--- config.mk ---
export PLATFORM = sky130hd
export DESIGN_NAME = bus_xcvr_ctl
export DESIGN_NICKNAME = d
export VERILOG_FILES = /design/src/rtl/bus_xcvr_ctl.sv
export SDC_FILE = /design/constraint.sdc
export NUM_CORES = 1
export LEC_CHECK = 0
export CAP_MARGIN = 20
export CORE_MARGIN = 10
export CORE_UTILIZATION = 40
export CTS_CLUSTER_DIAMETER = 120
export CTS_CLUSTER_SIZE = 30
export DETAILED_ROUTE_END_ITERATION = 10
export GPL_ROUTABILITY_DRIVEN = 0
export GPL_TIMING_DRIVEN = 1
export PLACE_DENSITY = 0.63
export SLEW_MARGIN = 25
export SYNTH_ARGS = -nofsm -noshare
export SYNTH_HDL_FRONTEND = slang
export SYNTH_SLANG_ARGS = --single-unit
--- constraint.sdc ---
create_clock -name sysclk -period 1.9 [get_ports sysclk]
set_input_delay 0.38 -clock sysclk [delete_from_list [all_inputs] [get_ports sysclk]]
set_output_delay 0.38 -clock sysclk [all_outputs]
set_load 0.1 [all_outputs]
--- src/rtl/bus_xcvr_ctl.sv ---
// Bus transceiver controller: arbitrates A->B / B->A requests and sequences DIR, OE_n, capture clocks and selects.
// Optional macro BUS_XCVR_CTL_STATUS_EN adds the 8-bit XFER_CNT completed-transfer counter.
module bus_xcvr_ctl #(
    parameter int HOLD = 2
) (
    input  logic       sysclk,
    input  logic       sys_rst,
    input  logic       REQ_AB,
    input  logic       REQ_BA,
    input  logic       LIVE,
    output logic       GNT_AB,
    output logic       GNT_BA,
    output logic       DONE,
    output logic       BUSY,
    output logic       DIR,
    output logic       OE_n,
    output logic       CLKAB,
    output logic       CLKBA,
    output logic       SAB,
    output logic       SBA
`ifdef BUS_XCVR_CTL_STATUS_EN
    ,
    output logic [7:0] XFER_CNT
`endif
);

    localparam logic [3:0] HOLD_EFF  = (HOLD < 1) ? 4'd1 : 4'(HOLD);
    localparam logic [3:0] HOLD_LAST = HOLD_EFF - 4'd1;

    typedef enum logic [2:0] {IDLE, SETUP, CAPT, DRIVE, TURN} stateType;

    stateType   state;
    logic [3:0] holdCnt;
    logic       liveXfer;
    logic       favorBa;
    logic       pickBa;

    // Round-robin: BA wins alone, or on a tie when AB was served last.
    assign pickBa = REQ_BA && (!REQ_AB || favorBa);

    // Every output is written here alongside the state it belongs to, so each is a flop.
    always_ff @(posedge sysclk) begin
        if (sys_rst) begin
            state    <= IDLE;
            holdCnt  <= 4'd0;
            liveXfer <= 1'b0;
            favorBa  <= 1'b0;
            GNT_AB   <= 1'b0;
            GNT_BA   <= 1'b0;
            DONE     <= 1'b0;
            BUSY     <= 1'b0;
            DIR      <= 1'b0;
            OE_n     <= 1'b1;
            CLKAB    <= 1'b0;
            CLKBA    <= 1'b0;
            SAB      <= 1'b0;
            SBA      <= 1'b0;
        end else begin
            // NOTE: non-blocking assignments keep every read in this block on the pre-edge value.
            DONE <= 1'b0;
            case (state)
                IDLE: begin
                    if (REQ_AB || REQ_BA) begin
                        state    <= SETUP;
                        BUSY     <= 1'b1;
                        GNT_AB   <= !pickBa;
                        GNT_BA   <= pickBa;
                        DIR      <= !pickBa;
                        liveXfer <= LIVE;
                        SAB      <= !pickBa && !LIVE;
                        SBA      <= pickBa && !LIVE;
                        favorBa  <= !pickBa;
                    end
                end
                SETUP: begin
                    if (liveXfer) begin
                        state   <= DRIVE;
                        OE_n    <= 1'b0;
                        holdCnt <= HOLD_LAST;
                        DONE    <= (HOLD_EFF == 4'd1);
                    end else begin
                        state <= CAPT;
                        CLKAB <= DIR;
                        CLKBA <= !DIR;
                    end
                end
                CAPT: begin
                    state   <= DRIVE;
                    CLKAB   <= 1'b0;
                    CLKBA   <= 1'b0;
                    OE_n    <= 1'b0;
                    holdCnt <= HOLD_LAST;
                    DONE    <= (HOLD_EFF == 4'd1);
                end
                DRIVE: begin
                    if (holdCnt == 4'd0) begin
                        state  <= TURN;
                        OE_n   <= 1'b1;
                        GNT_AB <= 1'b0;
                        GNT_BA <= 1'b0;
                    end else begin
                        holdCnt <= holdCnt - 4'd1;
                        DONE    <= (holdCnt == 4'd1);
                    end
                end
                TURN: begin
                    state <= IDLE;
                    BUSY  <= 1'b0;
                    SAB   <= 1'b0;
                    SBA   <= 1'b0;
                end
                default: state <= IDLE;
            endcase
        end
    end

`ifdef BUS_XCVR_CTL_STATUS_EN
    always_ff @(posedge sysclk) begin
        if (sys_rst)
            XFER_CNT <= 8'd0;
        else if (DONE)
            XFER_CNT <= XFER_CNT + 8'd1;
    end
`endif

endmodule

* Word-level counts from Yosys, hierarchy flattened
Index checks and enable logic that the tools add are counted. W data, S select, Z words.
Storage, ports and cells: logic and storage cells 73, output and inout bits 10, bits in registers 18, input bits 5
Cells by class: multiplexer cells 25, add/sub/neg operators 1, equality and inequality tests 10, bitwise gates (word level) 1, reduce and logical (&&, ||, !) cells 23
Operators with widths (count):
- $pmux W1 S2 | 7
- $pmux W3 S4 | 1
- $pmux W4 S3 | 1
- $mux W1 | 11
- $ne A2 B2 Y1 const B | 5
- $reduce_and A3 Y1 | 3
- $mux W4 | 2
- $reduce_and A2 Y1 | 4
- $eq A3 B2 Y1 const B | 2
- $mux W3 | 2
- $reduce_bool A2 Y1 | 3
- $eq A4 B1 Y1 const B | 1
- $logic_not A1 Y1 | 4
- $logic_not A4 Y1 | 1
- $sub A4 B1 Y4 const B | 1
- $eq A3 B1 Y1 const B | 1
- $eq A3 B3 Y1 const B | 1
- $logic_and A1 B1 Y1 | 3
- $logic_not A3 Y1 | 1
- $pmux W1 S3 | 1
- $reduce_bool A3 Y1 | 1
- $reduce_or A3 Y1 | 1
- $logic_or A1 B1 Y1 | 2
- $not A1 Y1 | 1

* Logic depth before layout (Yosys ltp)
Gate-level depths: netlist of run 1.
depth in word-level cells 7, mapped depth 5, mapped depth without buffers 5

* Least setup slack after synthesis of run 1
No wires, ideal clock.
path kind flip-flop to flip-flop, start point reg favorBa, end point reg SAB, period minus slack after synthesis 1.696 ns, data required time 1.814 ns, setup time 0.086 ns, slack 0.204 ns, cell stages (with the launch flop) 4, arrival time 1.609 ns, path buffers 0, cells stage by stage dfxtp_1 -> nand2b_1 -> a2111o_1 -> a221oi_2
Between the ends: cells in the longest elaborated chain, start to end 6
Ends and longest elaborated chain:
- from (decl) | RTL line 35 | logic favorBa;
- from (signal assigned) | RTL line 72 | favorBa <= !pickBa;
- $logic_or A1 B1 Y1 | RTL line 39 | assign pickBa = REQ_BA && (!REQ_AB || favorBa);
- $logic_and A1 B1 Y1 | RTL line 39
- $logic_not A1 Y1 | RTL line 70 | SAB <= !pickBa && !LIVE;
- $logic_and A1 B1 Y1 | RTL line 70
- $mux W1 | RTL line 63 | if (REQ_AB || REQ_BA) begin
- $pmux W1 S2 | RTL line 61 | case (state)
- to (signal assigned) | RTL line 70
- to (decl) | RTL line 19 | output logic SAB,
No other way between the ends. The select of a mux whose other input is x is not followed. A chain may end at the register's enable or synchronous reset.

* Worst setup path after layout of run 1
start point reg holdCnt[0], end point reg GNT_AB
Between the ends: cells in the longest elaborated chain, start to end 3
Ends and longest elaborated chain:
- from (decl) | RTL line 33 | logic [3:0] holdCnt;
- from (signal assigned) | RTL line 102 | holdCnt <= holdCnt - 4'd1;
- $logic_not A4 Y1 | RTL line 96 | if (holdCnt == 4'd0) begin
- $ne A2 B2 Y1 (no source line)
- $reduce_and A3 Y1 (no source line)
- to (signal assigned) | RTL line 66 | GNT_AB <= !pickBa;
- to (decl) | RTL line 11 | output logic GNT_AB,
No other way between the ends.

==> flow_summary.yaml, run 1 <==
clocking:
  cts_resized: 0
  cts_made_buffers: 3
  clockRootBuffer: "clkbuf_4"
  clock_path_buffers: 2
  cts_max_level: 1
  clk_latency_ns: 0.29
  cts_sinks: 18
  cts_tree: "yes"
  holdBufCountCts: 0
  clkTransAtPathRegs_ns: 0.10
  cts_setup_buffers: 0
finish:
  nets: 119
  instances_no_fill: 137
  layout-drive-gt1-share: 0.220
  diodes: 0
  synthToLayoutAreaGrowth_pct: 20.0
flow_run:
  max_cap_viol_count: 0
synthesis:
  async_flop_share: 0
  ys_types: 37
  yosysTopAreaCell: "dfxtp_1"
  synth_edf_count: 0
  synth_fp_nets: 103
  synth_ff_type: "dfxtp_1"
  ys_ff_latch: 18
  yosysWarningCount: 0
  yosysTopAreaCellShare: 0.403
  syn_area_um2: 895
  yosysSeqAreaShare: 0.403
  synth_area_leaders: "dfxtp_1 (40%), a211oi_1 (4.2%), ha_1 (4.2%)"
  syn_avg_cell_area_um2: 9.42
  postSynthCellCount: 95
sta:
  slew_violations: 0
  hold_viol_final: 0
  setup_tns_ns: 0
  tightest_slew_ns: 0.459
  fmax_mhz: 637
  period_minus_slack_ns: 1.57
  setup_viol: 0
  finalClockSkew_ns: 0.00197
  timing.slew.headroom: 0.694
  worst_slack_ns: 0.331
  rsz0062_at_grt: "no"
  fin_crit_sh: 0.826
drt:
  ant_nets: 0
  via_count: 772
  firstDrtPassIters: 4
  routed_wl_um: 1890
  drt_iter0_markers: 17
  vias_per_cell: 5.64
  drc: 0
  wl_per_cell_um: 13.8
setup_path:
  start_kind: "flip-flop"
  crit_arrival_ns: 1.74
  required_ns: 2.07
  endpoint_kind: "flip-flop"
  crit_fanout: 5
  path_class: "flip-flop to flip-flop"
floorplan:
  die_w_um: 67.3
  num_rows: 17
  core_um2: 2170
  io_pins: 15
  die_h_um: 67.3
  initial_core_util: 0.412
  die_area_um2: 4530
place:
  dp.cells: 134
  io_buffers: 14
  dp_hpwl_um: 1420
  place_ws_ns: 0.153
power_and_ir_drop:
  p_per_area_nw_per_um2: 1000
  ir_drop_mv: 0.542
  leakagePower_nw: 0.417
global_routing:
  grt_pass1_wl_um: 3110
  grtUsageMet3: 0.0281
  antenna_found_initial: 0
  grt_max_degree: 14
  top_usage_layer: "met2"
  grt_overflow: 0
  use_met2: 0.122
  grt_util_met1: 0.112
  grt_pass1_vias: 703
  grt_usage: 0.0847
status:
  status: "complete, no violations"
worst_hold_path:
  hp-class: "flip-flop to flip-flop"
## critical path, cell delays in order, from the launching register on
cell and delay [ns]:
dfxtp_1 0.36, inv_1 0.09, ha_1 0.17, or3b_2 0.51, o22ai_1 0.22, o32ai_1 0.10
## synth_stat cells, drive strengths merged, types with 3 or more instances
library cell,number
or3,4
ha,3
inv,7
a211oi,5
nor2,3
a21oi,5
o21ai,4
buf,4
nor3,5
mux2i,3
o32ai,4
dfxtp,18
## layer usage
metal  wire, um  up-vias
met5          0        -
met4         34        0
met3        135        6
met2        814       21
met1        907      360
li1           -      385
## cells by family after synthesis
kind of cell / synth area share
flip-flops: 0.403
buffers and inverters: 0.0615
AO/OA/AOI/OAI: 0.225
AND/OR/NAND/NOR: 0.235
adder cells (fa/ha/maj): 0.0420
multiplexers: 0.0336
## area by class of cell
| class | count | area [um^2] |
|---|---|---|
| clock buffer | 3 | 22.5 |
| fill | 217 | 1100 |
| inverter | 7 | 26.3 |
| multi-input combinational | 64 | 479 |
| sequential | 18 | 360 |
| tap | 28 | 35.0 |
| timing repair buffer | 17 | 150 |
## metrics by stage
stage,utilization,cell area [um^2],power [W],hold slack (ns)
final,0.495,1070,0.00107,0.468
after floorplan,-,895,0.000793,0.482
after detailed placement,0.484,1050,0.000890,0.453
after global placement,0.484,1050,0.000888,0.448
after CTS,0.495,1070,0.00108,0.470
after global routing,0.495,1070,0.00112,0.494
## registers in the layout (all words and copies together) (netlist names)
| register | cells |
|---|---|
| DONE | 1 |
| holdCnt | 4 |
| liveXfer | 1 |
| SBA | 1 |
| CLKBA | 1 |
| OE_n | 1 |
| CLKAB | 1 |
| state | 3 |
| favorBa | 1 |
| BUSY | 1 |
| SAB | 1 |
| GNT_BA | 1 |
| GNT_AB | 1 |
## power by group
group	internal (W)	switching, W
combinational	0.000135	0.000283
sequential	0.000416	0.0000459
clock	0.0000738	0.000121
## cells in the final DEF (no fill, tap or decap), drive strengths merged, types with 3 or more instances in the layout
cell / Yosys / layout
dfxtp: 18 / 18
buf: 4 / 13
inv: 7 / 7
a21oi: 5 / 5
a211oi: 5 / 5
nor3: 5 / 5
o32ai: 4 / 4
o21ai: 4 / 4
clkdlybuf4s50: 0 / 4
or3: 4 / 4
nor2: 3 / 3
mux2i: 3 / 3
ha: 3 / 3
clkbuf: 2 / 3
## final timing paths
path / start / end / slack (ns) / depth (start not counted)
max: holdCnt[0] / GNT_AB / 0.33 / 5
min: BUSY / BUSY / 0.47 / 2
min reg2reg: BUSY / BUSY / 0.47 / 2
max reg2reg: holdCnt[0] / GNT_AB / 0.33 / 5
Power figures use the tool's default switching activity.
==> inputs of run 2 (changes only) <==
--- a/config.mk
+++ b/config.mk
@@ -13,7 +13,7 @@
 export DETAILED_ROUTE_END_ITERATION = 10
 export GPL_ROUTABILITY_DRIVEN = 0
 export GPL_TIMING_DRIVEN = 1
-export PLACE_DENSITY = 0.63
+export PLACE_DENSITY = 0.65
 export SLEW_MARGIN = 25
 export SYNTH_ARGS = -nofsm -noshare
 export SYNTH_HDL_FRONTEND = slang
==> constraint.sdc (replaced) <==
create_clock -name sysclk -period 1.3 [get_ports sysclk]
set_input_delay 0.26 -clock sysclk [delete_from_list [all_inputs] [get_ports sysclk]]
set_output_delay 0.26 -clock sysclk [all_outputs]
set_load 0.1 [all_outputs]
==> flow_summary.yaml, run 2 (synthesized netlist as in run 1, its figures left out) <==
sta:
  worst_slack_ns: -0.0943
  fin_crit_sh: 1.07
  rsz0062_at_grt: "yes"
  setup_tns_ns: -0.411
  slew_violations: 0
  setup_viol: 9
  timing.hold.ws_ns: 0.501
  tightest_slew_ns: 0.348
  finalClockSkew_ns: 0.000682
  timing.slew.headroom: 0.767
  period_minus_slack_ns: 1.39
  hold_viol_final: 0
  fmax_mhz: 717
global_routing:
  grt_pass1_vias: 869
  grt_overflow: 0
  grt_usage: 0.109
  grt_max_degree: 11
  grt_pass1_wl_um: 3830
  antenna_found_initial: 0
finish:
  diodes: 0
  final_common_cell: "buf_4"
  multi_input_area_um2: 622
  seqCellArea_um2: 378
  layout-drive-gt1-share: 0.600
  reg_top3: "holdCnt (4), state (3)"
  postLayoutCoreUtil: 0.704
  final_cell_mix: "buf_4 (18), buf_12 (10), dfxtp_1 (8), dfxtp_2 (8)"
  synthToLayoutAreaGrowth_pct: 70.8
  largest_register: "holdCnt"
  fillers: 170
  largest_reg_flops: 4
  nets: 139
clocking:
  clkTransAtPathRegs_ns: 0.11
  clock_path_buffers: 2
  clk_latency_ns: 0.30
  cts_made_buffers: 3
  cts_tree: "yes"
  holdBufCountCts: 0
  clockRootBuffer: "clkbuf_4"
  cts_max_level: 1
  cts_sinks: 18
place:
  dp_hpwl_um: 1800
  io_buffers: 14
  place_ws_ns: -0.429
floorplan:
  io_pins: 15
  core_um2: 2170
  num_rows: 17
  die_h_um: 67.3
  die_area_um2: 4530
  initial_core_util: 0.412
  die_w_um: 67.3
setup_path:
  crit_cells: 3
  crit_arrival_ns: 1.61
  endpoint_kind: "flip-flop"
  startpoint: "state[2]"
  worst-path-buf-inv: 0
  r2r_end: "SAB"
  cpPeakStageDelay_ns: 0.38
  worstSetupEndpoint: "SAB"
  required_ns: 1.51
  r2r_slack_ns: -0.09
  reg2reg_from: "state[2]"
  start_kind: "flip-flop"
  crit_fanout: 3
  cp_cell_sequence: "or3_4 -> a2111o_1 -> a221oi_2"
  path_class: "flip-flop to flip-flop"
  r2r_cells: 3
  critical-path-top-delay-family: "compound AO/OA/AOI/OAI gates"
  worst_path_max_delay_cell: "or3_4"
power_and_ir_drop:
  ir_drop_mv: 1.12
  p_per_area_nw_per_um2: 1300
  leakagePower_nw: 0.594
worst_hold_path:
  hp-class: "flip-flop to flip-flop"
drt:
  drc: 0
  firstDrtPassIters: 5
  vias_per_cell: 5.46
  routed_wl_um: 2480
  via_count: 863
  ant_nets: 0
  wl_per_cell_um: 15.7
  drt_iter0_markers: 25
status:
  violations: "setup timing"
  status: "complete, but fails checks"
flow_run:
  max_cap_viol_count: 0
## run 2: cell count changes in the layout (fill, tap and decap cells not counted), moves of 4 or more
cell | previous run | this run
dfxtp_1 | 18 | 8
buf_12 | 1 | 10
buf_6 | 0 | 5
nor3_1 | 5 | 1
dfxtp_2 | 0 | 8
buf_4 | 12 | 18
nor3_2 | 0 | 4
## run 2: through the flow
step           cell area, um^2  total power, W  instances
6_report                  1530         0.00199        158
5_1_grt                   1530         0.00209        158
2_1_floorplan              942         0.00119         95
3_3_place_gp              1340         0.00151        152
4_1_cts                   1440         0.00193        158
3_5_place_dp              1340         0.00153        152
## run 2: worst register-to-register path, cell delays in order, from the launching register on
cell and delay [ns]:
dfxtp_4 0.36, or3_4 0.38, a2111o_1 0.32, a221oi_2 0.26
## run 2: how the worst min path moves through the flow
stage / start / end / slack (ns) / cells past startpoint
floorplan: REQ_BA / SBA / 0.42 / 2
global placement: BUSY / BUSY / 0.49 / 2
detailed placement: BUSY / BUSY / 0.49 / 2
CTS: BUSY / BUSY / 0.51 / 2
global route: BUSY / BUSY / 0.53 / 2
finish: BUSY / BUSY / 0.50 / 2
## run 2: timing repair
action,in CTS,in global routing
setup buffers,2,1
endpoints found under the setup margin,8,16
pin swaps,5,7
gates resized for setup,14,19
## run 2: report_power, final
group          switching (W)  leakage (nW)  internal [W]
clock network       0.000189        0.0210      0.000171
registers          0.0000619         0.152      0.000614
logic               0.000528         0.421      0.000427
total               0.000779         0.594       0.00121
## run 2: per-layer routing
layer  wire length (um)  global-route usage  vias up
met5                  0                   0        -
met1               1040               0.118      424
met2               1330               0.192       11
met4                 30              0.0487        0
li1                   -                   -      424
met3                 84              0.0347        4
## run 2: cell type report
| class | count | area share |
|---|---|---|
| inverters | 7 | 0.0172 |
| well taps | 28 | 0.0229 |
| flip-flops and latches | 18 | 0.247 |
| repair buffers | 37 | 0.282 |
| clock buffers | 4 | 0.0238 |
| multi-input cells | 64 | 0.407 |
==> inputs of run 3 (changes only) <==
--- a/config.mk
+++ b/config.mk
@@ -11,9 +11,10 @@
 export CTS_CLUSTER_DIAMETER = 120
 export CTS_CLUSTER_SIZE = 30
 export DETAILED_ROUTE_END_ITERATION = 10
+export DONT_BUFFER_PORTS = 1
 export GPL_ROUTABILITY_DRIVEN = 0
 export GPL_TIMING_DRIVEN = 1
-export PLACE_DENSITY = 0.65
+export PLACE_DENSITY = 0.56
 export SLEW_MARGIN = 25
 export SYNTH_ARGS = -nofsm -noshare
 export SYNTH_HDL_FRONTEND = slang
==> flow_summary.yaml, run 3 (synthesized netlist as in run 1, its figures left out) <==
setup_path:
  r2r_slack_ns: -0.06
  r2r_end: "GNT_AB"
  cp_cell_sequence: "inv_2 -> ha_4 -> or3b_4 -> o22ai_2 -> o32ai_1"
  required_ns: 1.48
  reg2reg_from: "holdCnt[1]"
  worst-path-buf-inv: 1
  crit_arrival_ns: 1.55
  path_class: "flip-flop to flip-flop"
  endpoint_kind: "flip-flop"
  crit_fanout: 5
  worst_path_max_delay_cell: "or3b_4"
  r2r_cells: 5
  start_kind: "flip-flop"
  cpPeakStageDelay_ns: 0.41
  critical-path-top-delay-family: "simple AND/OR/NAND/NOR gates"
flow_run:
  max_cap_viol_count: 0
floorplan:
  io_pins: 15
  core_um2: 2170
  die_h_um: 67.3
  die_area_um2: 4530
  num_rows: 17
  initial_core_util: 0.412
  die_w_um: 67.3
status:
  status: "complete, but fails checks"
  violations: "setup timing"
sta:
  fmax_mhz: 735
  slew_violations: 0
  tightest_slew_ns: 0.511
  period_minus_slack_ns: 1.36
  rsz0062_at_grt: "yes"
  hold_viol_final: 0
  finalClockSkew_ns: 0.00203
  worst_slack_ns: -0.0612
  fin_crit_sh: 1.05
  timing.slew.headroom: 0.658
  setup_viol: 9
  setup_tns_ns: -0.363
drt:
  firstDrtPassIters: 4
  drt_iter0_markers: 54
  routed_wl_um: 2450
  highest_layer: "met4"
  vias_per_cell: 5.77
  drc: 0
  via_count: 865
  wl_per_cell_um: 16.3
  met1_length_um: 1050
  met3_length_um: 147
  dr_wl_met2_um: 1200
  ant_nets: 0
power_and_ir_drop:
  p_int_w: 0.00107
  netSwitchingPower_w: 0.000720
  total_power_w: 0.00179
  power_frac_clock: 0.202
  swShare: 0.403
  combinationalPowerShare: 0.436
  leakagePower_nw: 0.515
  power_frac_seq: 0.362
  p_per_area_nw_per_um2: 1390
  ir_drop_mv: 0.889
global_routing:
  grt_max_degree: 23
  antenna_found_initial: 0
  grt_usage: 0.110
  grt_pass1_vias: 801
  grt_pass1_wl_um: 3880
  grt_overflow: 0
clocking:
  clock_path_buffers: 2
  cts_max_level: 1
  cts_sinks: 18
  clkTransAtPathRegs_ns: 0.11
  clk_latency_ns: 0.30
  cts_made_buffers: 3
  cts_tree: "yes"
  clockRootBuffer: "clkbuf_4"
worst_hold_path:
  hp-class: "input port to flip-flop"
  hp-start: "sys_rst"
  hold_path_depth: 1
  min_to: "BUSY"
finish:
  synthToLayoutAreaGrowth_pct: 43.6
  reg_top3: "holdCnt (4), state (3)"
  diodes: 0
  final_common_cell: "buf_4"
  largest_register: "holdCnt"
  layout-drive-gt1-share: 0.557
  largest_reg_flops: 4
  final_cell_mix: "buf_4 (26), dfxtp_1 (8), dfxtp_2 (8), inv_1 (5)"
  fillers: 201
  nets: 131
place:
  io_buffers: 0
  dp_hpwl_um: 1630
  place_ws_ns: -0.0624
run 3: metrics by stage:
stage,util,hold WS [ns],instance area [um^2],cells
2_1_floorplan,-,0.417,942,95
3_3_place_gp,0.518,0.328,1120,141
3_5_place_dp,0.518,0.328,1120,141
4_1_cts,0.558,0.00214,1210,147
5_1_grt,0.592,-0.000780,1280,150
6_report,0.592,0.0187,1280,150
run 3: worst max-delay path by stage:
| stage | from | slack (ns) | depth (start not counted) | end |
|---|---|---|---|---|
| 4_1_cts | state[2] | -0.06 | 3 | SAB |
| 3_5_place_dp | state[2] | -0.06 | 3 | SAB |
| 3_3_place_gp | state[2] | -0.07 | 3 | SAB |
| 5_1_grt | holdCnt[1] | -0.15 | 5 | state[0] |
| 2_1_floorplan | state[2] | -0.03 | 3 | SAB |
| 6_report | holdCnt[1] | -0.06 | 5 | GNT_AB |
run 3: cell type report:
type                    count  area [um^2]  share of cell area
inverters                   7         26.3              0.0204
clock buffers               4         36.3              0.0282
multi-input cells          64          582               0.453
well taps                  28         35.0              0.0273
repair buffers             29          228               0.177
flip-flops and latches     18          378               0.294
run 3: worst reg2reg max path: cells and delay by family, from the launching register on:
kind | cells | cell delay [ns]
adders and majority gates | 1 | 0.14
AOI/OAI and AO/OA | 2 | 0.26
and+or+nand+nor | 1 | 0.41
buffers and inverters | 1 | 0.09
DFF | 1 | 0.34
run 3: timing repair:
| action | 4_1_cts | 5_1_grt |
|---|---|---|
| hold buffers | 0 | 1 |
| gates resized for setup | 10 | 11 |
| pin swaps | 6 | 10 |
| endpoints found under the setup margin | 10 | 14 |
| setup buffers | 2 | 2 |
| hold endpoints to repair | 0 | 3 |
run 3: power groups by stage:
stage,sequential (W),combinational (W),clock [W]
floorplan,0.000910,0.000280,0
global placement,0.000658,0.000703,0
detailed placement,0.000658,0.000709,0
CTS,0.000647,0.000738,0.000366
global route,0.000657,0.000829,0.000393
finish,0.000647,0.000778,0.000361
run 3: metal layers:
metal,up-vias,global-route usage
met4,0,0.0538
met5,-,0
met1,417,0.140
li1,414,-
met2,28,0.167
met3,6,0.0298
